--- src/rtl/prog_loader_pkg.sv ---
`default_nettype none
// +----------------------------------------------------------------------------+
// | prog_loader_pkg : shared types and constants for the UART program loader   |
// | Revision 1.0                                                               |
// +----------------------------------------------------------------------------+
package prog_loader_pkg;

  typedef enum logic [2:0] {
    IDLE = 3'd0,
    LEN  = 3'd1,
    HI   = 3'd2,
    LO   = 3'd3,
    CSUM = 3'd4,
    ERR  = 3'd5
  } state_t;

  localparam logic [7:0] HDR_BYTE  = 8'hA5;

  localparam logic [1:0] ERR_NONE  = 2'b00;
  localparam logic [1:0] ERR_FRAME = 2'b01;
  localparam logic [1:0] ERR_CSUM  = 2'b10;
  localparam logic [1:0] ERR_TMO   = 2'b11;

endpackage
`default_nettype wire

--- src/rtl/uart_rx.sv ---
`default_nettype none
// +----------------------------------------------------------------------------+
// | uart_rx : 8N1 receiver with 2-flop synchronizer and mid-bit sampling       |
// | Revision 1.0                                                               |
// +----------------------------------------------------------------------------+
module uart_rx #(
  parameter int DIV = 5208
) (
  input  logic       clk,
  input  logic       rst_n,
  input  logic       rx,
  output logic [7:0] rx_data,
  output logic       rx_valid,
  output logic       rx_ferr
);

  typedef enum logic [1:0] {
    RX_IDLE  = 2'd0,
    RX_START = 2'd1,
    RX_DATA  = 2'd2,
    RX_STOP  = 2'd3
  } rx_state_t;

  localparam int CW = $clog2(DIV + 1);
  localparam logic [CW-1:0] c_half = CW'(DIV / 2 - 1);
  localparam logic [CW-1:0] c_full = CW'(DIV - 1);

  rx_state_t       r_state;
  rx_state_t       w_next;
  logic            r_sync1;
  logic            r_sync2;
  logic            r_prev;
  logic [CW-1:0]   r_cnt;
  logic [2:0]      r_bit;
  logic [7:0]      r_shift;
  logic            r_valid;
  logic            r_ferr;
  logic            w_tick_half;
  logic            w_tick_full;

  always_comb begin
    w_next      = r_state;
    w_tick_half = (r_cnt == c_half);
    w_tick_full = (r_cnt == c_full);
    case (r_state)
      RX_IDLE:  if (r_prev && !r_sync2) w_next = RX_START;
      // A line that is high again at mid-start-bit was only a glitch.
      RX_START: if (w_tick_half) w_next = r_sync2 ? RX_IDLE : RX_DATA;
      RX_DATA:  if (w_tick_full && (r_bit == 3'd7)) w_next = RX_STOP;
      RX_STOP:  if (w_tick_full) w_next = RX_IDLE;
      default:  w_next = RX_IDLE;
    endcase
  end

  always_ff @(posedge clk) begin
    if (!rst_n) begin
      r_sync1 <= 1'b1;
      r_sync2 <= 1'b1;
      r_prev  <= 1'b1;
      r_state <= RX_IDLE;
      r_cnt   <= '0;
      r_bit   <= 3'd0;
      r_shift <= 8'h00;
      r_valid <= 1'b0;
      r_ferr  <= 1'b0;
    end else begin
      r_sync1 <= rx;
      r_sync2 <= r_sync1;
      r_prev  <= r_sync2;
      r_state <= w_next;
      r_valid <= 1'b0;
      r_ferr  <= 1'b0;

      if ((r_state == RX_IDLE) || (w_next != r_state) || w_tick_full)
        r_cnt <= '0;
      else
        r_cnt <= r_cnt + 1'b1;

      if (r_state == RX_IDLE)
        r_bit <= 3'd0;

      if ((r_state == RX_DATA) && w_tick_full) begin
        r_shift <= {r_sync2, r_shift[7:1]};
        r_bit   <= r_bit + 3'd1;
      end

      if ((r_state == RX_STOP) && w_tick_full) begin
        if (r_sync2) r_valid <= 1'b1;
        else         r_ferr  <= 1'b1;
      end
    end
  end

  assign rx_data  = r_shift;
  assign rx_valid = r_valid;
  assign rx_ferr  = r_ferr;

endmodule
`default_nettype wire

--- src/rtl/uart_prog_loader.sv ---
`default_nettype none
// +----------------------------------------------------------------------------+
// | uart_prog_loader : framed, checksummed UART loader for instruction memory  |
// | Revision 1.0                                                               |
// +----------------------------------------------------------------------------+
module uart_prog_loader #(
  parameter int CLK_HZ      = 50_000_000,
  parameter int BAUD        = 9600,
  parameter int TIMEOUT_CYC = 50_000_000
) (
  input  logic        clk,
  input  logic        rst_n,
  input  logic        rx,
  output logic        imem_we,
  output logic [15:0] imem_addr,
  output logic [15:0] imem_wdata,
  output logic        prog_ld,
  output logic        done,
  output logic [1:0]  err,
  output logic [15:0] words_loaded
);

  import prog_loader_pkg::*;

  localparam int DIV = CLK_HZ / BAUD;
  localparam int TW  = $clog2(TIMEOUT_CYC + 1);
  localparam logic [TW-1:0] c_tmo_last = TW'(TIMEOUT_CYC - 1);

  logic [7:0]    w_rx_data;
  logic          w_rx_valid;
  logic          w_rx_ferr;

  state_t        r_state;
  state_t        w_next;
  logic          r_we;
  logic [15:0]   r_addr;
  logic [15:0]   r_wdata;
  logic          r_prog_ld;
  logic          r_done;
  logic [1:0]    r_err;
  logic [15:0]   r_words;
  logic [7:0]    r_len;
  logic [7:0]    r_csum;
  logic [TW-1:0] r_tmo;

  logic          w_active;
  logic          w_tmo;
  logic          w_start;
  logic          w_good;
  logic          w_fault;
  logic [1:0]    w_fault_code;

  uart_rx #(
    .DIV (DIV)
  ) u_rx (
    .clk      (clk),
    .rst_n    (rst_n),
    .rx       (rx),
    .rx_data  (w_rx_data),
    .rx_valid (w_rx_valid),
    .rx_ferr  (w_rx_ferr)
  );

  assign w_active = (r_state == LEN) || (r_state == HI) ||
                    (r_state == LO)  || (r_state == CSUM);
  // A byte arriving on the expiry cycle takes precedence over the timeout.
  assign w_tmo    = w_active && !w_rx_valid && !w_rx_ferr && (r_tmo == c_tmo_last);

  always_comb begin
    w_next       = r_state;
    w_start      = 1'b0;
    w_good       = 1'b0;
    w_fault      = 1'b0;
    w_fault_code = ERR_NONE;
    case (r_state)
      IDLE, ERR: begin
        if (w_rx_valid && (w_rx_data == HDR_BYTE)) begin
          w_next  = LEN;
          w_start = 1'b1;
        end
      end
      LEN: begin
        if (w_rx_valid) begin
          if (w_rx_data == 8'h00) begin
            w_fault      = 1'b1;
            w_fault_code = ERR_CSUM;
          end else begin
            w_next = HI;
          end
        end
      end
      HI: if (w_rx_valid) w_next = LO;
      LO: begin
        if (w_rx_valid)
          w_next = ((r_words + 16'd1) == {8'h00, r_len}) ? CSUM : HI;
      end
      CSUM: begin
        if (w_rx_valid) begin
          if (w_rx_data == r_csum) begin
            w_next = IDLE;
            w_good = 1'b1;
          end else begin
            w_fault      = 1'b1;
            w_fault_code = ERR_CSUM;
          end
        end
      end
      default: w_next = IDLE;
    endcase

    if (w_active && w_rx_ferr) begin
      w_fault      = 1'b1;
      w_fault_code = ERR_FRAME;
    end else if (w_tmo) begin
      w_fault      = 1'b1;
      w_fault_code = ERR_TMO;
    end
    if (w_fault)
      w_next = ERR;
  end

  always_ff @(posedge clk) begin
    if (!rst_n) begin
      r_state   <= IDLE;
      r_we      <= 1'b0;
      r_addr    <= 16'h0000;
      r_wdata   <= 16'h0000;
      r_prog_ld <= 1'b0;
      r_done    <= 1'b0;
      r_err     <= ERR_NONE;
      r_words   <= 16'h0000;
      r_len     <= 8'h00;
      r_csum    <= 8'h00;
      r_tmo     <= '0;
    end else begin
      r_state <= w_next;
      r_we    <= 1'b0;
      r_done  <= 1'b0;

      if (!w_active || w_rx_valid || w_rx_ferr)
        r_tmo <= '0;
      else
        r_tmo <= r_tmo + 1'b1;

      if (r_we) begin
        r_addr  <= r_addr + 16'd1;
        r_words <= r_words + 16'd1;
      end

      if (w_start) begin
        r_prog_ld <= 1'b1;
        r_err     <= ERR_NONE;
        r_words   <= 16'h0000;
        r_addr    <= 16'h0000;
        r_csum    <= 8'h00;
      end

      if (w_fault)
        r_err <= w_fault_code;

      if (w_rx_valid) begin
        case (r_state)
          LEN: r_len <= w_rx_data;
          HI: begin
            r_wdata[15:8] <= w_rx_data;
            r_csum        <= r_csum ^ w_rx_data;
          end
          LO: begin
            r_wdata[7:0] <= w_rx_data;
            r_csum       <= r_csum ^ w_rx_data;
            r_we         <= 1'b1;
          end
          CSUM: begin
            if (w_good) begin
              r_done    <= 1'b1;
              r_prog_ld <= 1'b0;
            end
          end
          default: ;
        endcase
      end
    end
  end

  assign imem_we      = r_we;
  assign imem_addr    = r_addr;
  assign imem_wdata   = r_wdata;
  assign prog_ld      = r_prog_ld;
  assign done         = r_done;
  assign err          = r_err;
  assign words_loaded = r_words;

endmodule
`default_nettype wire

--- config.mk ---
export PLATFORM = sky130hd
export DESIGN_NAME = uart_prog_loader
export DESIGN_NICKNAME = d
export VERILOG_FILES = /design/src/rtl/prog_loader_pkg.sv /design/src/rtl/uart_rx.sv /design/src/rtl/uart_prog_loader.sv
export SDC_FILE = /design/constraint.sdc
export NUM_CORES = 1
export LEC_CHECK = 0
export BUFFER_PORTS_ARGS = -buffer_cell sky130_fd_sc_hd__buf_2
export CAP_MARGIN = 0
export CELL_PAD_IN_SITES_DETAIL_PLACEMENT = 1
export CELL_PAD_IN_SITES_GLOBAL_PLACEMENT = 1
export CORE_MARGIN = 3
export CORE_UTILIZATION = 47
export CTS_BUF_LIST = sky130_fd_sc_hd__clkbuf_4 sky130_fd_sc_hd__clkbuf_8
export DETAILED_ROUTE_END_ITERATION = 8
export PLACE_DENSITY = 0.8
export SKIP_CTS_REPAIR_TIMING = 1
export SLEW_MARGIN = 40
export SYNTH_ARGS = -nofsm -noshare
export SYNTH_HDL_FRONTEND = slang
export SYNTH_SLANG_ARGS = --single-unit
export TNS_END_PERCENT = 50
--- constraint.sdc ---
create_clock -name clk -period 2.6 [get_ports clk]
set_clock_uncertainty 0.1 [all_clocks]
set_input_delay 0 -clock clk [delete_from_list [all_inputs] [get_ports clk]]
set_output_delay 0 -clock clk [all_outputs]
set_load 0.01 [all_outputs]
==> results_tabular.tex, run 1 <==
\begin{tabular}{lr}
\hline
Metric & Value \\
\hline
\multicolumn{2}{l}{\textbf{Synth}} \\
Proportion of synthesized flip-flops having asynchronous set or reset & 0 \\
Average cell area after synthesis & 8.45 sq um \\
Main synth FF type & sky130\_fd\_sc\_hd\_\_dfxtp\_1 \\
Post-Synthesis Cell Area & 6050 sq um \\
Flop and latch count out of synthesis & 129 \\
Number of nets produced by synthesis & 725 \\
Sequential-to-total area share from yosys stat & 0.427 \\
Warnings from Yosys & 0 \\
Number of enable-type register cells in the synthesized netlist & 0 \\
Number of instances in the synthesized netlist & 716 \\
Post-synth cell types & 52 \\
\multicolumn{2}{l}{\textbf{GRT}} \\
Pin count of the biggest net entering global routing & 34 \\
Via count of the first global-routing pass & 5354 \\
Global-route wire length before repair & 26500 microns \\
GRT Residual Overflow & 0 \\
Aggregate global-route resource usage & 0.228 \\
Antenna violations before repair & 0 \\
\multicolumn{2}{l}{\textbf{STA}} \\
Hold violation total from the final report & 0 \\
Setup repair after global routing missed its margin & no \\
Actual slew at the worst max-slew pin & 566 ps \\
Period Utilization, post-route & 0.901 \\
Final max-slew violation count & 0 \\
Worst hold slack & 260 ps \\
Total negative slack & 0 ps \\
\# setup viols final & 0 \\
Min cycle time layout & 2340 ps \\
Upper clock frequency limit & 0.427 GHz \\
Final worst setup slack & 257 ps \\
Worst slew slack as a fraction of its limit & 0.619 \\
\multicolumn{2}{l}{\textbf{Drt}} \\
Vias per inst & 5.36 \\
Number of vias after detailed routing & 5090 \\
Number of DRC violations after detailed-routing iteration 0 & 283 \\
Detailed Routing Iterations Pass 1 & 4 \\
Routed WL & 15400 microns \\
DRC violation count after routing & 0 \\
Residual antenna-violating net count after detailed routing & 0 \\
Post-DR wirelength/cell & 16.2 microns \\
\multicolumn{2}{l}{\textbf{Status}} \\
Run status & finished clean \\
\multicolumn{2}{l}{\textbf{Floorplan}} \\
Area of the placeable core & 12300 sq um \\
I/O pin total & 56 \\
Die boundary height & 119 microns \\
Die span in x & 119 microns \\
Die ar. & 14300 sq um \\
Total number of placement rows & 40 \\
Starting Density & 0.491 \\
\multicolumn{2}{l}{\textbf{Clocking}} \\
Total clock buffers created by CTS & 17 \\
CTS tree & built \\
Number of buffers on the longest clock path & 2 \\
Worst skew pair latency & 460 ps \\
Maximum level of the CTS H-tree & 4 \\
Clock Tree Root & sky130\_fd\_sc\_hd\_\_clkbuf\_8 \\
Clock transition time at the flip-flop clock pins of the worst setup and hold paths & 80 ps \\
Count of clock tree sinks & 129 \\
\multicolumn{2}{l}{\textbf{Worst setup path}} \\
CP Data Required Time & 2830 ps \\
Cells traversed along the worst timing path & ha\_2, inv\_1, nor2\_1, a31oi\_1, a221o\_1, nor4b\_2, a211oi\_1 \\
CP top delay family & compound AO/OA/AOI/OAI gates \\
Critical path capture point type & flip-flop \\
Max incr delay on CP & 490 ps \\
Critical Path Start Type & flip-flop \\
Critical Path Slowest Stage Cell & sky130\_fd\_sc\_hd\_\_dfxtp\_1 \\
CP bufs+invs & 1 \\
Endpoint arrival time on the critical path & 2570 ps \\
Highest net fanout along the worst path & 8 \\
Worst Path Class, Setup & reg2reg \\
\multicolumn{2}{l}{\textbf{Job}} \\
MaxCap Viol Count & 0 \\
\multicolumn{2}{l}{\textbf{Layout}} \\
Final standard cell count with taps included and fillers excluded & 949 \\
Diode count & 0 \\
Fraction of final layout cells sized beyond drive strength 1 & 0.149 \\
Area added between synthesis and finish & 13.6\% \\
Net count reported at finish & 777 \\
\multicolumn{2}{l}{\textbf{Placed design}} \\
Placed cells & 914 \\
Placer Congestion & 0.823 \\
Dpl ws & 275 ps \\
Buffers added on ports & 55 \\
Placed wire-length estimate after detailed placement & 10800 microns \\
\multicolumn{2}{l}{\textbf{Power and ir drop}} \\
Static power due to leakage & 2.65 nW \\
Worst IR drop on VDD & 0.000486 V \\
Power density normalized to cell area & 540 nW/um\^{}2 \\
\multicolumn{2}{l}{\textbf{Hold path}} \\
Classification of the worst-slack hold path & in2reg \\
\hline
\end{tabular}
==> logic make-up (layout without fill, tap and decap cells) <==
group,count (synthesis),count (layout),synth area share
AO/OA/AOI/OAI,82,82,0.0848
XOR/XNOR,85,85,0.123
adder cells (fa/ha/maj),6,6,0.0124
buffers and inverters,49,114,0.0370
flip-flops,129,129,0.427
multiplexers,11,11,0.0182
AND/OR/NAND/NOR,354,354,0.298
==> path summary, 6_finish.rpt <==
| kind | endpoint | startpoint | depth (start not counted) | slack (ps) |
|---|---|---|---|---|
| setup reg to reg | r_state[1]$_SDFFE_PP0P_ | words_loaded[1]$_SDFFE_PP0P_ | 7 | 260 |
| hold reg to reg | u_rx.r_sync2$_SDFF_PN1_ | u_rx.r_sync1$_SDFF_PN1_ | 1 | 310 |
| hold / removal | u_rx.r_sync2$_SDFF_PN1_ | rst_n | 3 | 260 |
| setup / recovery | r_state[1]$_SDFFE_PP0P_ | words_loaded[1]$_SDFFE_PP0P_ | 7 | 260 |
==> registers in the layout, indices dropped and copies added, names as in the netlist, 2 cells and up <==
name and cells:
words_loaded 16, u_rx.rx_data 8, r_state 3, imem_addr 16, r_tmo 26, err 2
u_rx.r_bit 3, u_rx.r_state 2, r_len 8, u_rx.r_cnt 13, imem_wdata 16, r_csum 8
==> stage by stage <==
stage	util	cell area (sq um)	power [W]
global placement	0.525	6460	0.00209
global route	0.559	6880	0.00386
floorplan	-	6050	0.00208
CTS	0.556	6840	0.00376
finish	0.559	6880	0.00372
detailed placement	0.525	6460	0.00209
==> cells in the mapped netlist (all sizes together), types with 2 or more instances <==
master  instances  area, sq um
a21boi         15          113
o21ai          18         90.1
a311oi          2         17.5
mux2i          11          110
buf            17          104
clkinv          2         7.51
nor3            9         60.1
a21o            2         15.0
and4            7         61.3
o311a           2         20.0
a31oi           5         31.3
nor2b          10         62.6
nor2          123          462
a21oi          27          135
nand2          92          348
nor4b           4         47.6
o211ai          3         22.5
nor4bb          2         20.0
nand2b          6         37.5
and3           13         81.3
nor4           16          158
ha              6         75.1
xor2           54          473
nand3          23          115
or3             4         25.0
nand4          25          178
xnor2          31          272
and2            6         37.5
nand3b         10         75.1
clkbuf         21         78.8
dfxtp         129         2580
inv             9         33.8
==> cell type report <==
cell class                 count  area [sq um]
clock inverter                 5          52.6
multi-input combinational    538          3250
clock buffer                  27           328
tap                          168           210
inverter                      11          41.3
fill                        1540          5440
timing repair buffer          71           415
sequential                   129          2580
==> routing by layer <==
| layer | GRT usage | vias up | part of all wire |
|---|---|---|---|
| li1 | - | 2536 | - |
| met1 | 0.279 | 2466 | 0.47 |
| met2 | 0.395 | 68 | 0.49 |
| met3 | 0.0556 | 20 | 0.031 |
| met4 | 0.0730 | 0 | 0.013 |
| met5 | 0 | - | 0 |
==> placed cells by master, fill, tap and decap left out, types with 11 or more instances in the layout <==
cell / instances
sky130_fd_sc_hd__nand2_1: 91
sky130_fd_sc_hd__dfxtp_1: 129
sky130_fd_sc_hd__nor2_1: 123
sky130_fd_sc_hd__a21oi_1: 27
sky130_fd_sc_hd__xnor2_1: 31
sky130_fd_sc_hd__buf_4: 12
sky130_fd_sc_hd__buf_2: 55
sky130_fd_sc_hd__and3_1: 13
sky130_fd_sc_hd__nor4_1: 11
sky130_fd_sc_hd__clkbuf_8: 20
sky130_fd_sc_hd__mux2i_1: 11
sky130_fd_sc_hd__xor2_1: 54
sky130_fd_sc_hd__a21boi_0: 15
sky130_fd_sc_hd__o21ai_0: 18
sky130_fd_sc_hd__nand4_1: 23
sky130_fd_sc_hd__nand3_1: 23
==> where the power goes <==
part | total, W | internal, W | switching (W)
clock network | 0.00166 | 0.000901 | 0.000763
logic | 0.0000642 | 0.0000211 | 0.0000432
registers | 0.00199 | 0.00198 | 0.00000652
==> worst register-to-register path, stage by stage (launching register included) <==
cell and delay [ps]:
sky130_fd_sc_hd__dfxtp_1 490, sky130_fd_sc_hd__ha_2 350, sky130_fd_sc_hd__inv_1 140, sky130_fd_sc_hd__nor2_1 210, sky130_fd_sc_hd__a31oi_1 140, sky130_fd_sc_hd__a221o_1 400, sky130_fd_sc_hd__nor4b_2 290, sky130_fd_sc_hd__a211oi_1 100
Power figures use the tool's default switching activity.
==> run 2, diff against run 1 <==
--- a/config.mk
+++ b/config.mk
@@ -10,10 +10,10 @@
 export CELL_PAD_IN_SITES_DETAIL_PLACEMENT = 1
 export CELL_PAD_IN_SITES_GLOBAL_PLACEMENT = 1
 export CORE_MARGIN = 3
-export CORE_UTILIZATION = 47
+export CORE_UTILIZATION = 30
 export CTS_BUF_LIST = sky130_fd_sc_hd__clkbuf_4 sky130_fd_sc_hd__clkbuf_8
 export DETAILED_ROUTE_END_ITERATION = 8
-export PLACE_DENSITY = 0.8
+export PLACE_DENSITY = 0.54
 export SKIP_CTS_REPAIR_TIMING = 1
 export SLEW_MARGIN = 40
 export SYNTH_ARGS = -nofsm -noshare
==> run 2 against run 1 <==
Compared with the run above: wire length up 4.3%; register-to-register slack worse by 40 ps; utilization down 20 points; clock power up 15%; clock-buffer cell count down 7; critical path type unchanged.
==> results_tabular.tex, run 2 (synthesis gave the netlist of run 1 again) <==
\begin{tabular}{lr}
\hline
Metric & Value \\
\hline
\multicolumn{2}{l}{\textbf{Floorplan}} \\
Area of the placeable core & 19700 sq um \\
Die ar. & 21900 sq um \\
Die span in x & 148 microns \\
I/O pin total & 56 \\
Total number of placement rows & 51 \\
Starting Density & 0.308 \\
Die boundary height & 148 microns \\
\multicolumn{2}{l}{\textbf{Power and ir drop}} \\
Static power due to leakage & 2.70 nW \\
Power density normalized to cell area & 560 nW/um\^{}2 \\
Proportion of power drawn by the clock network & 0.482 \\
Share of total power consumed by net switching & 0.218 \\
Switching power & 0.000864 W \\
Seq pwr share & 0.501 \\
Portion of total power attributed to combinational logic & 0.017 \\
Internal power & 0.00310 W \\
Worst IR drop on VDD & 0.000276 V \\
\multicolumn{2}{l}{\textbf{Drt}} \\
DRC violation count after routing & 0 \\
Vias per inst & 4.88 \\
Detailed Routing Iterations Pass 1 & 4 \\
Post-DR wirelength/cell & 15.3 microns \\
Residual antenna-violating net count after detailed routing & 0 \\
Number of vias after detailed routing & 5116 \\
Routed WL & 16100 microns \\
Number of DRC violations after detailed-routing iteration 0 & 184 \\
\multicolumn{2}{l}{\textbf{STA}} \\
Min cycle time layout & 2380 ps \\
Setup repair after global routing missed its margin & no \\
Period Utilization, post-route & 0.915 \\
Final worst setup slack & 220 ps \\
Total negative slack & 0 ps \\
Actual slew at the worst max-slew pin & 645 ps \\
Hold violation total from the final report & 0 \\
Upper clock frequency limit & 0.420 GHz \\
Final max-slew violation count & 0 \\
Worst slew slack as a fraction of its limit & 0.568 \\
\# setup viols final & 0 \\
Worst hold slack & 337 ps \\
\multicolumn{2}{l}{\textbf{Placed design}} \\
Dpl ws & 255 ps \\
Placed wire-length estimate after detailed placement & 11600 microns \\
Buffers added on ports & 55 \\
Placer Congestion & 0.850 \\
\multicolumn{2}{l}{\textbf{Clocking}} \\
CTS tree & built \\
Clock Tree Root & sky130\_fd\_sc\_hd\_\_clkbuf\_8 \\
Total clock buffers created by CTS & 17 \\
Clock transition time at the flip-flop clock pins of the worst setup and hold paths & 80 ps \\
Maximum level of the CTS H-tree & 4 \\
Number of buffers on the longest clock path & 2 \\
Worst skew pair latency & 440 ps \\
Count of clock tree sinks & 129 \\
\multicolumn{2}{l}{\textbf{GRT}} \\
Via count of the first global-routing pass & 5322 \\
Antenna violations before repair & 0 \\
Pin count of the biggest net entering global routing & 33 \\
GRT Residual Overflow & 0 \\
Global-route wire length before repair & 27100 microns \\
Aggregate global-route resource usage & 0.152 \\
\multicolumn{2}{l}{\textbf{Worst setup path}} \\
Cells traversed along the worst timing path & ha\_1, inv\_1, nor2\_1, a31oi\_1, a221o\_1, nor4b\_2, a211oi\_1 \\
Max incr delay on CP & 470 ps \\
Critical Path Slowest Stage Cell & sky130\_fd\_sc\_hd\_\_dfxtp\_1 \\
Worst Path Class, Setup & reg2reg \\
Critical path capture point type & flip-flop \\
Critical Path Start Type & flip-flop \\
Register-to-register setup slack & 220 ps \\
CP Data Required Time & 2820 ps \\
Endpoint arrival time on the critical path & 2600 ps \\
Highest net fanout along the worst path & 8 \\
\multicolumn{2}{l}{\textbf{Layout}} \\
Area added between synthesis and finish & 16.9\% \\
Net count reported at finish & 781 \\
Fraction of final layout cells sized beyond drive strength 1 & 0.151 \\
Most frequent standard cell in the layout excluding fill and tap cells & sky130\_fd\_sc\_hd\_\_dfxtp\_1 \\
Largest reg by FF count & r\_tmo \\
Max reg flops & 26 \\
Highest-count cells in the layout ignoring fill and taps & 129 x sky130\_fd\_sc\_hd\_\_dfxtp\_1, 123 x sky130\_fd\_sc\_hd\_\_nor2\_1, 91 x sky130\_fd\_sc\_hd\_\_nand2\_1 \\
Diode count & 0 \\
\multicolumn{2}{l}{\textbf{Job}} \\
MaxCap Viol Count & 0 \\
\multicolumn{2}{l}{\textbf{Hold path}} \\
Classification of the worst-slack hold path & reg2reg \\
\multicolumn{2}{l}{\textbf{Status}} \\
Run status & finished clean \\
\hline
\end{tabular}
==> run 2: cell types whose count changed in the layout (fill, tap and decap cells not counted) <==
cell / change
sky130_fd_sc_hd__clkbuf_8: -1
sky130_fd_sc_hd__ha_1: +1
sky130_fd_sc_hd__bufinv_16: +3
sky130_fd_sc_hd__buf_4: +4
sky130_fd_sc_hd__clkinv_4: +1
sky130_fd_sc_hd__clkbuf_4: -6
sky130_fd_sc_hd__clkinv_2: +2
sky130_fd_sc_hd__ha_2: -1
==> run 2: critical path, delay by kind of cell (launching register included) <==
| kind | cells | cell delay (ps) |
|---|---|---|
| flops | 1 | 470 |
| buf+inv | 1 | 160 |
| simple gates | 2 | 520 |
| fa+ha+maj | 1 | 390 |
| compound gates | 3 | 630 |
==> run 2: layout make-up <==
class                      instances  area (sq um)
clock inverter                    11           161
multi-input combinational        538          3240
tap                              265           332
timing repair buffer              75           445
inverter                          11          41.3
clock buffer                      20           269
sequential                       129          2580
fill                            2430         12600
==> run 2: per-stage QoR <==
step                instances  power (W)  utilization  instance area (sq um)
floorplan                 716    0.00208            -                   6050
global placement         1015    0.00210        0.337                   6620
detailed placement       1015    0.00210        0.337                   6620
CTS                      1046    0.00404        0.358                   7050
global route             1049    0.00413        0.360                   7080
finish                   1049    0.00396        0.360                   7080
==> run 2: per-layer routing <==
metal  GRT usage  part of all wire  vias to the layer above
li1            -                 -                     2542
met1       0.197              0.48                     2482
met2       0.254              0.48                       71
met3      0.0316             0.028                       21
met4      0.0480             0.014                        0
met5           0                 0                        -
==> run 2: worst paths after layout <==
check                                     from                 endpoint  depth (start not counted)
hold reg to reg        u_rx.r_sync1$_SDFF_PN1_  u_rx.r_sync2$_SDFF_PN1_                          1
setup / recovery  words_loaded[1]$_SDFFE_PP0P_  r_state[1]$_SDFFE_PP0P_                          7
hold / removal         u_rx.r_sync1$_SDFF_PN1_  u_rx.r_sync2$_SDFF_PN1_                          1
setup reg to reg  words_loaded[1]$_SDFFE_PP0P_  r_state[1]$_SDFFE_PP0P_                          7
==> run 2: power groups by stage <==
stage          Clock (W)  Combinational (W)  Sequential, W
2_1_floorplan          0          0.0000488        0.00203
4_1_cts          0.00198          0.0000660        0.00199
3_5_place_dp           0          0.0000658        0.00203
5_1_grt          0.00207          0.0000760        0.00199
3_3_place_gp           0          0.0000648        0.00203
6_report         0.00191          0.0000667        0.00199
